**src/rtl/vm_dispatch_pkg.sv**
```systemverilog
`default_nettype none
// +----------------------------------------------------------------------------+
// | Module : vm_dispatch_pkg                                                     |
// | Desc   : Shared state encodings and drop-counter constants for vm_dispatcher |
// | Rev    : 1.0                                                                 |
// +----------------------------------------------------------------------------+
package vm_dispatch_pkg;

  typedef enum logic [1:0] {
    S_IDLE = 2'd0,
    S_FILL = 2'd1,
    S_COOL = 2'd2
  } s_state_t;

  typedef enum logic [1:0] {
    F_IDLE  = 2'd0,
    F_SERVE = 2'd1,
    F_COOL  = 2'd2
  } f_state_t;

  localparam int                      DROP_CNT_WIDTH = 16;
  localparam logic [DROP_CNT_WIDTH-1:0] DROP_CNT_MAX = {DROP_CNT_WIDTH{1'b1}};

endpackage
`default_nettype wire

```
**src/rtl/vm_dispatcher_if.sv**
```systemverilog
`default_nettype none
// +----------------------------------------------------------------------------+
// | Module : vm_dispatcher_if                                                    |
// | Desc   : Snooper/forwarder streams and per-VM fan-out bus of vm_dispatcher   |
// | Rev    : 1.0                                                                 |
// +----------------------------------------------------------------------------+
interface vm_dispatcher_if #(
  parameter int N_VMS             = 4,
  parameter int PACKET_ADDR_WIDTH = 10,
  parameter int DATA_WIDTH        = 64
) ();
  logic [PACKET_ADDR_WIDTH-1:0]       snooper_wr_addr;
  logic [DATA_WIDTH-1:0]              snooper_wr_data;
  logic                               snooper_wr_en;
  logic                               snooper_done;
  logic                               ready_for_snooper;
  logic [PACKET_ADDR_WIDTH-1:0]       forwarder_rd_addr;
  logic                               forwarder_rd_en;
  logic [DATA_WIDTH-1:0]              forwarder_rd_data;
  logic                               forwarder_done;
  logic                               ready_for_forwarder;
  logic [PACKET_ADDR_WIDTH-1:0]       len_to_forwarder;
  logic [PACKET_ADDR_WIDTH-1:0]       vm_wr_addr;
  logic [DATA_WIDTH-1:0]              vm_wr_data;
  logic [N_VMS-1:0]                   vm_wr_en;
  logic [N_VMS-1:0]                   vm_snooper_done;
  logic [N_VMS-1:0]                   vm_ready_for_snooper;
  logic [PACKET_ADDR_WIDTH-1:0]       vm_rd_addr;
  logic [N_VMS-1:0]                   vm_rd_en;
  logic [N_VMS-1:0]                   vm_forwarder_done;
  logic [N_VMS*DATA_WIDTH-1:0]        vm_rd_data;
  logic [N_VMS-1:0]                   vm_ready_for_forwarder;
  logic [N_VMS*PACKET_ADDR_WIDTH-1:0] vm_len_to_forwarder;
  logic [15:0]                        num_packets_dropped;

  // Environment side: snooper, forwarder and the VM array
  modport master (
    output snooper_wr_addr, snooper_wr_data, snooper_wr_en, snooper_done,
    output forwarder_rd_addr, forwarder_rd_en, forwarder_done,
    output vm_ready_for_snooper, vm_rd_data, vm_ready_for_forwarder, vm_len_to_forwarder,
    input  ready_for_snooper, forwarder_rd_data, ready_for_forwarder, len_to_forwarder,
    input  vm_wr_addr, vm_wr_data, vm_wr_en, vm_snooper_done,
    input  vm_rd_addr, vm_rd_en, vm_forwarder_done, num_packets_dropped
  );

  modport slave (
    input  snooper_wr_addr, snooper_wr_data, snooper_wr_en, snooper_done,
    input  forwarder_rd_addr, forwarder_rd_en, forwarder_done,
    input  vm_ready_for_snooper, vm_rd_data, vm_ready_for_forwarder, vm_len_to_forwarder,
    output ready_for_snooper, forwarder_rd_data, ready_for_forwarder, len_to_forwarder,
    output vm_wr_addr, vm_wr_data, vm_wr_en, vm_snooper_done,
    output vm_rd_addr, vm_rd_en, vm_forwarder_done, num_packets_dropped
  );
endinterface
`default_nettype wire

```
**src/rtl/rr_arbiter.sv**
```systemverilog
`default_nettype none
// +----------------------------------------------------------------------------+
// | Module : rr_arbiter                                                          |
// | Desc   : Combinational round-robin pick: first request at or above i_ptr    |
// | Rev    : 1.0                                                                 |
// +----------------------------------------------------------------------------+
module rr_arbiter #(
  parameter int N     = 4,
  parameter int IDX_W = 2
) (
  input  logic [N-1:0]     i_req,
  input  logic [IDX_W-1:0] i_ptr,
  output logic             o_valid,
  output logic [IDX_W-1:0] o_idx
);
  logic [2*N-1:0] w_dbl;
  logic [N-1:0]   w_rot;
  logic [IDX_W:0] w_sum;

  assign w_dbl   = {i_req, i_req};
  assign w_rot   = N'(w_dbl >> i_ptr);
  assign o_valid = |i_req;

  // Scan high to low so the smallest rotated offset is the last one written
  always_comb begin
    o_idx = '0;
    w_sum = '0;
    for (int i = N - 1; i >= 0; i--) begin
      if (w_rot[i]) begin
        w_sum = (IDX_W+1)'(i) + {1'b0, i_ptr};
        if (w_sum >= (IDX_W+1)'(N)) begin
          w_sum = w_sum - (IDX_W+1)'(N);
        end
        o_idx = w_sum[IDX_W-1:0];
      end
    end
  end
endmodule
`default_nettype wire

```
**src/rtl/vm_dispatcher.sv**
```systemverilog
`default_nettype none
// +----------------------------------------------------------------------------+
// | Module : vm_dispatcher                                                       |
// | Desc   : Shares one snooper/forwarder pair across N_VMS filter VMs.         |
// |          Drop counter present only with VM_DISPATCH_DROP_COUNT_EN defined.  |
// | Rev    : 1.0                                                                 |
// +----------------------------------------------------------------------------+
module vm_dispatcher
  import vm_dispatch_pkg::*;
#(
  parameter int N_VMS             = 4,
  parameter int PACKET_ADDR_WIDTH = 10,
  parameter int DATA_WIDTH        = 64
) (
  input  logic          clk,
  input  logic          rst,
  vm_dispatcher_if.slave bus
);
  localparam int IDX_W = $clog2(N_VMS);

  s_state_t         r_s_state, w_s_next;
  f_state_t         r_f_state, w_f_next;
  logic [IDX_W-1:0] r_s_ptr, r_s_sel, r_f_ptr, r_f_sel;
  logic [IDX_W-1:0] w_s_idx, w_f_idx;
  logic             w_s_valid, w_f_valid, w_fill, w_serve;
  logic [N_VMS-1:0] w_s_onehot, w_f_onehot;

  function automatic logic [IDX_W-1:0] wrap_inc(input logic [IDX_W-1:0] idx);
    return (idx == IDX_W'(N_VMS - 1)) ? '0 : idx + 1'b1;
  endfunction

  rr_arbiter #(.N(N_VMS), .IDX_W(IDX_W)) u_s_arb (
    .i_req(bus.vm_ready_for_snooper), .i_ptr(r_s_ptr), .o_valid(w_s_valid), .o_idx(w_s_idx)
  );

  rr_arbiter #(.N(N_VMS), .IDX_W(IDX_W)) u_f_arb (
    .i_req(bus.vm_ready_for_forwarder), .i_ptr(r_f_ptr), .o_valid(w_f_valid), .o_idx(w_f_idx)
  );

  always_ff @(posedge clk) begin
    if (rst) begin
      r_s_state <= S_IDLE;
      r_f_state <= F_IDLE;
      r_s_ptr   <= '0;
      r_s_sel   <= '0;
      r_f_ptr   <= '0;
      r_f_sel   <= '0;
    end else begin
      r_s_state <= w_s_next;
      r_f_state <= w_f_next;
      if (r_s_state == S_IDLE && w_s_valid) begin
        r_s_sel <= w_s_idx;
        r_s_ptr <= wrap_inc(w_s_idx);
      end
      if (r_f_state == F_IDLE && w_f_valid) begin
        r_f_sel <= w_f_idx;
        r_f_ptr <= wrap_inc(w_f_idx);
      end
    end
  end

  // COOL states give the locked VM one cycle to drop its status bit
  always_comb begin
    w_s_next = r_s_state;
    w_fill   = 1'b0;
    case (r_s_state)
      S_IDLE: if (w_s_valid) w_s_next = S_FILL;
      S_FILL: begin
        w_fill = 1'b1;
        if (bus.snooper_done) w_s_next = S_COOL;
      end
      S_COOL:  w_s_next = S_IDLE;
      default: w_s_next = S_IDLE;
    endcase
  end

  always_comb begin
    w_f_next = r_f_state;
    w_serve  = 1'b0;
    case (r_f_state)
      F_IDLE: if (w_f_valid) w_f_next = F_SERVE;
      F_SERVE: begin
        w_serve = 1'b1;
        if (bus.forwarder_done) w_f_next = F_COOL;
      end
      F_COOL:  w_f_next = F_IDLE;
      default: w_f_next = F_IDLE;
    endcase
  end

  assign w_s_onehot = N_VMS'(1) << r_s_sel;
  assign w_f_onehot = N_VMS'(1) << r_f_sel;

  assign bus.ready_for_snooper   = w_fill;
  assign bus.vm_wr_addr          = bus.snooper_wr_addr;
  assign bus.vm_wr_data          = bus.snooper_wr_data;
  assign bus.vm_wr_en            = (w_fill && bus.snooper_wr_en) ? w_s_onehot : '0;
  assign bus.vm_snooper_done     = (w_fill && bus.snooper_done)  ? w_s_onehot : '0;

  assign bus.ready_for_forwarder = w_serve;
  assign bus.vm_rd_addr          = bus.forwarder_rd_addr;
  assign bus.vm_rd_en            = (w_serve && bus.forwarder_rd_en) ? w_f_onehot : '0;
  assign bus.vm_forwarder_done   = (w_serve && bus.forwarder_done)  ? w_f_onehot : '0;
  assign bus.forwarder_rd_data   = w_serve ? bus.vm_rd_data[r_f_sel*DATA_WIDTH +: DATA_WIDTH] : '0;
  assign bus.len_to_forwarder    = w_serve ?
      bus.vm_len_to_forwarder[r_f_sel*PACKET_ADDR_WIDTH +: PACKET_ADDR_WIDTH] : '0;

`ifdef VM_DISPATCH_DROP_COUNT_EN
  logic                      w_drop;
  logic [DROP_CNT_WIDTH-1:0] r_drop_cnt;

  assign w_drop = bus.snooper_done && !w_fill;

  always_ff @(posedge clk) begin
    if (rst) begin
      r_drop_cnt <= '0;
    end else if (w_drop && r_drop_cnt != DROP_CNT_MAX) begin
      r_drop_cnt <= r_drop_cnt + 1'b1;
    end
  end

  assign bus.num_packets_dropped = r_drop_cnt;
`else
  assign bus.num_packets_dropped = '0;
`endif
endmodule
`default_nettype wire

```
**src/flat_wrapper.sv**
```systemverilog
// flat-port wrapper written by rule: the top's interface ports become plain ports
module vm_dispatcher_flat import vm_dispatch_pkg::*;
#(
  parameter int N_VMS             = 4,
  parameter int PACKET_ADDR_WIDTH = 10,
  parameter int DATA_WIDTH        = 64
)
  (clk, rst, bus_snooper_wr_addr, bus_snooper_wr_data, bus_snooper_wr_en, bus_snooper_done, bus_forwarder_rd_addr, bus_forwarder_rd_en, bus_forwarder_done, bus_vm_ready_for_snooper, bus_vm_rd_data, bus_vm_ready_for_forwarder, bus_vm_len_to_forwarder, bus_ready_for_snooper, bus_forwarder_rd_data, bus_ready_for_forwarder, bus_len_to_forwarder, bus_vm_wr_addr, bus_vm_wr_data, bus_vm_wr_en, bus_vm_snooper_done, bus_vm_rd_addr, bus_vm_rd_en, bus_vm_forwarder_done, bus_num_packets_dropped);
  vm_dispatcher_if #(.N_VMS(N_VMS), .PACKET_ADDR_WIDTH(PACKET_ADDR_WIDTH), .DATA_WIDTH(DATA_WIDTH)) bus_i ();
  input  logic clk;
  input  logic rst;
  input wire logic [$bits(bus_i.snooper_wr_addr)-1:0] bus_snooper_wr_addr;
  input wire logic [$bits(bus_i.snooper_wr_data)-1:0] bus_snooper_wr_data;
  input wire logic [$bits(bus_i.snooper_wr_en)-1:0] bus_snooper_wr_en;
  input wire logic [$bits(bus_i.snooper_done)-1:0] bus_snooper_done;
  input wire logic [$bits(bus_i.forwarder_rd_addr)-1:0] bus_forwarder_rd_addr;
  input wire logic [$bits(bus_i.forwarder_rd_en)-1:0] bus_forwarder_rd_en;
  input wire logic [$bits(bus_i.forwarder_done)-1:0] bus_forwarder_done;
  input wire logic [$bits(bus_i.vm_ready_for_snooper)-1:0] bus_vm_ready_for_snooper;
  input wire logic [$bits(bus_i.vm_rd_data)-1:0] bus_vm_rd_data;
  input wire logic [$bits(bus_i.vm_ready_for_forwarder)-1:0] bus_vm_ready_for_forwarder;
  input wire logic [$bits(bus_i.vm_len_to_forwarder)-1:0] bus_vm_len_to_forwarder;
  output wire logic [$bits(bus_i.ready_for_snooper)-1:0] bus_ready_for_snooper;
  output wire logic [$bits(bus_i.forwarder_rd_data)-1:0] bus_forwarder_rd_data;
  output wire logic [$bits(bus_i.ready_for_forwarder)-1:0] bus_ready_for_forwarder;
  output wire logic [$bits(bus_i.len_to_forwarder)-1:0] bus_len_to_forwarder;
  output wire logic [$bits(bus_i.vm_wr_addr)-1:0] bus_vm_wr_addr;
  output wire logic [$bits(bus_i.vm_wr_data)-1:0] bus_vm_wr_data;
  output wire logic [$bits(bus_i.vm_wr_en)-1:0] bus_vm_wr_en;
  output wire logic [$bits(bus_i.vm_snooper_done)-1:0] bus_vm_snooper_done;
  output wire logic [$bits(bus_i.vm_rd_addr)-1:0] bus_vm_rd_addr;
  output wire logic [$bits(bus_i.vm_rd_en)-1:0] bus_vm_rd_en;
  output wire logic [$bits(bus_i.vm_forwarder_done)-1:0] bus_vm_forwarder_done;
  output wire logic [$bits(bus_i.num_packets_dropped)-1:0] bus_num_packets_dropped;
  assign bus_i.snooper_wr_addr = bus_snooper_wr_addr;
  assign bus_i.snooper_wr_data = bus_snooper_wr_data;
  assign bus_i.snooper_wr_en = bus_snooper_wr_en;
  assign bus_i.snooper_done = bus_snooper_done;
  assign bus_i.forwarder_rd_addr = bus_forwarder_rd_addr;
  assign bus_i.forwarder_rd_en = bus_forwarder_rd_en;
  assign bus_i.forwarder_done = bus_forwarder_done;
  assign bus_i.vm_ready_for_snooper = bus_vm_ready_for_snooper;
  assign bus_i.vm_rd_data = bus_vm_rd_data;
  assign bus_i.vm_ready_for_forwarder = bus_vm_ready_for_forwarder;
  assign bus_i.vm_len_to_forwarder = bus_vm_len_to_forwarder;
  assign bus_ready_for_snooper = bus_i.ready_for_snooper;
  assign bus_forwarder_rd_data = bus_i.forwarder_rd_data;
  assign bus_ready_for_forwarder = bus_i.ready_for_forwarder;
  assign bus_len_to_forwarder = bus_i.len_to_forwarder;
  assign bus_vm_wr_addr = bus_i.vm_wr_addr;
  assign bus_vm_wr_data = bus_i.vm_wr_data;
  assign bus_vm_wr_en = bus_i.vm_wr_en;
  assign bus_vm_snooper_done = bus_i.vm_snooper_done;
  assign bus_vm_rd_addr = bus_i.vm_rd_addr;
  assign bus_vm_rd_en = bus_i.vm_rd_en;
  assign bus_vm_forwarder_done = bus_i.vm_forwarder_done;
  assign bus_num_packets_dropped = bus_i.num_packets_dropped;
  vm_dispatcher #(.N_VMS(N_VMS), .PACKET_ADDR_WIDTH(PACKET_ADDR_WIDTH), .DATA_WIDTH(DATA_WIDTH)) u_core (.clk(clk), .rst(rst), .bus(bus_i));
endmodule
```
**config.mk**
```make
export PLATFORM = sky130hd
export DESIGN_NAME = vm_dispatcher_flat
export DESIGN_NICKNAME = d
export VERILOG_FILES = /design/src/rtl/vm_dispatch_pkg.sv /design/src/rtl/vm_dispatcher_if.sv /design/src/rtl/rr_arbiter.sv /design/src/rtl/vm_dispatcher.sv /design/src/flat_wrapper.sv
export SDC_FILE = /design/constraint.sdc
export NUM_CORES = 1
export LEC_CHECK = 0
export CORE_AREA = 2 2 230 232
export DETAILED_ROUTE_END_ITERATION = 16
export DIE_AREA = 0 0 232 234
export GPL_ROUTABILITY_DRIVEN = 0
export PLACE_DENSITY = 0.42
export SLEW_MARGIN = 20
export SYNTH_ARGS = -nofsm -noshare
export SYNTH_HDL_FRONTEND = slang
export SYNTH_SLANG_ARGS = --single-unit
```
**constraint.sdc**
```tcl
create_clock -name clk -period 3.34 [get_ports clk]
set_input_delay 0.668 -clock clk [delete_from_list [all_inputs] [get_ports clk]]
set_output_delay 0.668 -clock clk [all_outputs]
set_load 0.02 [all_outputs]
```
# --- Word-level counts from Yosys, hierarchy flattened ---
# Index checks and enable logic that the tools add are counted.
word_totals:
  register_bits: 12
  elab_cells: 89
op_classes:
  addsub: 16
  n_mul: 1
  magnitude_cmp: 8
  n_eq_ne: 8
  n_shift: 6
  mux: 32
  reduce_logical: 12
ops:
  columns: ["cell", "n"]
  rows:
  - ["$shiftx A256 B9 Y64", 1]
  - ["$mux W64", 1]
  - ["$mux W2", 22]
  - ["$shiftx A40 B7 Y10", 1]
  - ["$ge A3 B3 Y1 const B", 6]
  - ["$mux W4", 4]
  - ["$shr A8 B2 Y4", 2]
  - ["$sub A2 B1 Y2 const B", 8]
  - ["$add A2 B2 Y3 const A", 4]
  - ["$mux W10", 1]
  - ["$pmux W2 S2", 2]
  - ["$reduce_or A4 Y1", 2]
  - ["$shl A1 B2 Y4 const A", 2]
  - ["$add A1 B2 Y3 const A", 2]
  - ["$ge A2 B3 Y1 const B", 2]
  - ["$logic_and A1 B1 Y1", 6]
  - ["$mul A2 B3 Y5 const B", 1]
  - ["$add A2 B1 Y2 const B", 2]
  - ["$eq A2 B1 Y1 const B", 2]
  - ["$eq A2 B2 Y1 const B", 2]
  - ["$logic_not A2 Y1", 2]
  - ["$ne A2 B1 Y1 const B", 2]
  - ["$ne A2 B2 Y1 const B", 2]
  - ["$reduce_and A2 Y1", 2]
  - ["$mux W1", 2]

# --- Logic depth before layout (Yosys ltp) ---
# Gate-level depths: netlist of run 1.
depth:
  ltp_word: 9
  mapped_depth: 6
  mapped_depth_nobuf: 6

# --- By module ---
# From an unflattened synthesis of run 1, not the netlist that was laid out.
hier_totals:
  hier_cells: 456
  hier_area_um2: 4103.9
modules_own_cells:
  columns: ["module", "instances", "cells_each", "area_each_um2"]
  rows:
  - ["vm_dispatcher", 1, 434, 3961.3]
  - ["rr_arbiter", 2, 11, 71.3]

# --- Least setup slack after synthesis of run 1 ---
# Ideal clock, no wire load.
synth_timing:
  path_type: "register -> output"
  from: "reg u_core.r_f_sel[0]"
  to: "out bus_forwarder_rd_data[0]"
  arrival_time_ns: 1.450
  t_required_ns: 2.672
  slack_ns: 1.222
  stages_incl_launch_ff: 5
  n_path_buf: 2
  cell_sequence: "dfxtp_1 -> buf_2 -> buf_2 -> mux4_2 -> and2_1"
synth_between:
  elab_chain_len: 2
synth_rtl:
  columns: ["item", "line_no", "text"]
  rows:
  - ["from (decl)", "vm_dispatcher.sv:23", "logic [IDX_W-1:0] r_s_ptr, r_s_sel, r_f_ptr, r_f_sel;"]
  - ["from (signal assigned)", "vm_dispatcher.sv:56", "r_f_sel <= w_f_idx;"]
  - ["$shiftx A256 B9 Y64", "vm_dispatcher.sv:104", "assign bus.forwarder_rd_data = w_serve ? bus.vm_rd_data[r_f_sel*DATA_WIDTH +: DATA_WIDTH] : '0;"]
  - ["$mux W64", "vm_dispatcher.sv:104", null]
  - ["to (decl)", "flat_wrapper.sv:24", "output wire logic [$bits(bus_i.forwarder_rd_data)-1:0] bus_forwarder_rd_data;"]
# No other way between the ends.

# --- Final worst setup path of run 1 ---
layout_timing:
  from: "in bus_vm_len_to_forwarder[31]"
  to: "out bus_len_to_forwarder[1]"
layout_between:
  elab_chain_len: 2
layout_rtl:
  columns: ["item", "line_no", "text"]
  rows:
  - ["from (decl)", "flat_wrapper.sv:22", "input wire logic [$bits(bus_i.vm_len_to_forwarder)-1:0] bus_vm_len_to_forwarder;"]
  - ["$shiftx A40 B7 Y10", "vm_dispatcher.sv:106", "bus.vm_len_to_forwarder[r_f_sel*PACKET_ADDR_WIDTH +: PACKET_ADDR_WIDTH] : '0;"]
  - ["$mux W10", "vm_dispatcher.sv:105", "assign bus.len_to_forwarder = w_serve ?"]
  - ["to (decl)", "flat_wrapper.sv:26", "output wire logic [$bits(bus_i.len_to_forwarder)-1:0] bus_len_to_forwarder;"]
# No other way between the ends.

==> results.cfg, run 1 <==
[clock_tree]
ctsResizeCount = 0
cts_htree_levels = 1
cts.reportedPaths.clkPinSlew_ps = 40
root_buffer = sky130_fd_sc_hd__clkbuf_16
holdBufCountCts = 0
cts.sinks = 12
postCtsSetupBuffers = 0
numCtsBuffers = 3
cts_buffer_depth = 2
clk_latency_ps = 240
cts_tree = yes

[route]
drt-vias-per-instance = 3.04
post-route-drc-count = 0
detail_route.wl_per_cell_um = 15.2
vias_after_detailed_routing = 4150
drt_first_pass_iters = 4
drtAntennaViolNets = 0
wirelength_mm = 20.8
detail_route.iter0.violations = 86

[synthesis]
postSynthRegisterBits = 12
synth_enable_flop_cells = 0
synth.top_cells.by_count = sky130_fd_sc_hd__buf_4, sky130_fd_sc_hd__and2_1, sky130_fd_sc_hd__mux4_2, sky130_fd_sc_hd__nor2_1, sky130_fd_sc_hd__clkbuf_1
synth_top_cells_by_area = sky130_fd_sc_hd__mux4_2, sky130_fd_sc_hd__buf_4, sky130_fd_sc_hd__and2_1
synth-main-ff-cell = sky130_fd_sc_hd__dfxtp_1
syn-cell-area_sq_um = 3700
synth_top_area_share_pct = 45.0
synth_sequential_area_ratio_pct = 6.49
synth_top_area_cell = sky130_fd_sc_hd__mux4_2
yosys_warnings = 0
avgSynthCellArea_sq_um = 9.87
fraction_of_synthesis_flops_using_an_asynchronous_set_or_reset_pin_pct = 0
synth.most_common_cell = sky130_fd_sc_hd__buf_4
yosys.cell_types.count = 28
synth_cells = 375

[critical_path]
largest_incremental_delay_on_the_critical_path_ps = 550
critPathMaxFanout = 1
timing.critical_path.max_delay_family = buffers and inverters
cpMaxStageDelayCell = sky130_fd_sc_hd__clkdlybuf4s50_1
cpMostUsedCell = sky130_fd_sc_hd__clkdlybuf4s50_1
worst-endpoint-required_ps = 2670
critical_path_buf_inv_count = 2
critPathCaptureType = output pin
path_class = input port to output pin
critical_path_arrival_ps = 2350
crit_path_start_kind = input port
critical_path.cell_chain = clkdlybuf4s50_1 > mux4_2 > and2_1 > clkdlybuf4s50_1

[timing]
final_slew_viol_count = 0
fin_setup_tns_ps = 0
period_minus_slack_ps = 3010
timing_hold_violations_final = 0
grt_setup_unrepaired = false
max_clock_freq_mhz = 332
final.period_utilization_pct = 90.3
finalSetupViolCount = 0
worst_clock_skew_ps = 0.391

[run_status]
outcome = complete, no violations

[place]
place.detailed.hpwl_mm = 17.9
post_dp_cell_area_sq_um = 7910
number_of_buffers_inserted_by_port_buffering = 401

[grt]
grt_max_degree = 79
vias_in_the_first_global_route = 4400
global_route.overflow_total = 0
globalRouteTotalUtil_pct = 6.96
grt_pass1_wl_mm = 28.2
grt_antenna_before_repair = 3

[pwr]
post-layout-total-power_mw = 1.76
power_density_nw_per_um2 = 220
leakagePower_nw = 2.58
ir_worst_vdd_mv = 0.203

[floorplanning]
dieWidth_um = 232
floorplan.initialDensity_pct = 7.12
coreArea_sq_um = 52000
die_y_um = 234
boundaryPins = 586
placement_rows = 84
dieArea_sq_um = 54300

[finish]
post-route-util_pct = 15.3
post-route-cell-area_sq_um = 7980
area_growth_pct = 116
antenna_cells_inserted = 0
final_layout_size_suffix_gt1_share_pct = 13.2
finalNetCount = 1071
layout.filler_cells = 5844

[worst_hold_path]
min-delay-path-class = register to register

[job]
maxCapViolCount = 0
-- cells in the final DEF, fill, tap and decap left out, types with 2 or more instances in the layout --
| cell | n |
|---|---|
| sky130_fd_sc_hd__clkdlybuf4s50_1 | 400 |
| sky130_fd_sc_hd__and2_1 | 75 |
| sky130_fd_sc_hd__mux4_2 | 74 |
| sky130_fd_sc_hd__nor2_1 | 20 |
| sky130_fd_sc_hd__conb_1 | 16 |
| sky130_fd_sc_hd__a21oi_1 | 14 |
| sky130_fd_sc_hd__nand2_1 | 10 |
| sky130_fd_sc_hd__dfxtp_1 | 10 |
| sky130_fd_sc_hd__nand2b_1 | 9 |
| sky130_fd_sc_hd__inv_1 | 8 |
| sky130_fd_sc_hd__buf_12 | 6 |
| sky130_fd_sc_hd__nor3_1 | 5 |
| sky130_fd_sc_hd__mux2i_1 | 3 |
| sky130_fd_sc_hd__clkbuf_16 | 3 |
| sky130_fd_sc_hd__buf_4 | 3 |
| sky130_fd_sc_hd__o21ai_0 | 2 |
| sky130_fd_sc_hd__or3_1 | 2 |
| sky130_fd_sc_hd__dfxtp_4 | 2 |
-- cell families (layout without fill, tap and decap cells) --
| group | after synthesis | in the layout | synth area share (%) |
|---|---|---|---|
| other | 1 | 16 | 0.101 |
| multiplexers | 77 | 77 | 45.8 |
| flip-flops | 12 | 12 | 6.49 |
| AO/OA/AOI/OAI | 22 | 22 | 3.62 |
| buffers and inverters | 136 | 421 | 24.5 |
| AND/OR/NAND/NOR | 125 | 125 | 18.9 |
| adder cells (fa/ha/maj) | 1 | 1 | 0.338 |
| XOR/XNOR | 1 | 1 | 0.237 |
-- worst min-delay path, delay by kind of cell (launching register included) --
| kind | cells | cell delay [ps] |
|---|---|---|
| DFF | 1 | 330 |
| and+or+nand+nor | 1 | 60 |
| AOI/OAI and AO/OA | 1 | 60 |
-- metal layers --
| layer | share of wire, % | up-vias | track usage (%) |
|---|---|---|---|
| met4 | 2.8 | 4 | 2.04 |
| met5 | 0.13 | - | 0 |
| met1 | 37 | 1926 | 7.89 |
| li1 | - | 1842 | - |
| met3 | 14 | 36 | 3.30 |
| met2 | 47 | 342 | 11.6 |
-- path summary, 6_finish.rpt --
check | from | end | slack, ps | cells past startpoint
worst min register to register | u_core.r_f_ptr[0]$_SDFFE_PP0P_ | u_core.r_f_ptr[0]$_SDFFE_PP0P_ | 500 | 2
worst min-delay path | u_core.r_f_ptr[0]$_SDFFE_PP0P_ | u_core.r_f_ptr[0]$_SDFFE_PP0P_ | 500 | 2
worst max-delay path | bus_vm_len_to_forwarder[31] | bus_len_to_forwarder[1] | 330 | 4
worst max register to register | u_core.r_f_ptr[0]$_SDFFE_PP0P_ | u_core.r_f_ptr[1]$_SDFFE_PP0P_ | 1770 | 6
-- power by group --
group	switching [mW]	internal, mW	leakage, nW	total (mW)
logic	0.525	0.833	2.44	1.36
clock network	0.0569	0.160	0.0382	0.217
registers	0.0215	0.163	0.101	0.185
-- registers in the layout, indices dropped and copies added, names as in the netlist --
name	count
u_core.r_f_state	2
u_core.r_f_ptr	2
u_core.r_s_state	2
u_core.r_s_ptr	2
u_core.r_s_sel	2
u_core.r_f_sel	2
-- layout make-up --
class                           instances  area [sq um]  share of cell area [%]
Timing Repair Buffer                  409          4150                    51.9
Inverter                                8          30.0                   0.376
Sequential cell                        12           248                    3.10
Tap cell                              688           861                    10.8
Clock buffer                            4          78.8                   0.987
Multi-Input combinational cell        242          2620                    32.8
-- metrics by stage --
stage / cells / setup WS (ps) / hold WS [ps]
2_1_floorplan: 390 / 1220 / 457
3_5_place_dp: 1359 / 305 / 490
4_1_cts: 1363 / 305 / 496
6_report: 1363 / 326 / 497
3_3_place_gp: 1359 / 299 / 474
5_1_grt: 1363 / 247 / 523
Note: power is estimated with default switching activity, not from simulation.
==> run 2, diff against run 1 <==
- GPL_ROUTABILITY_DRIVEN: 0 -> unset
==> results of run 2 <==
Same layout as run 1: the final DEF is identical, and so are final timing and power.
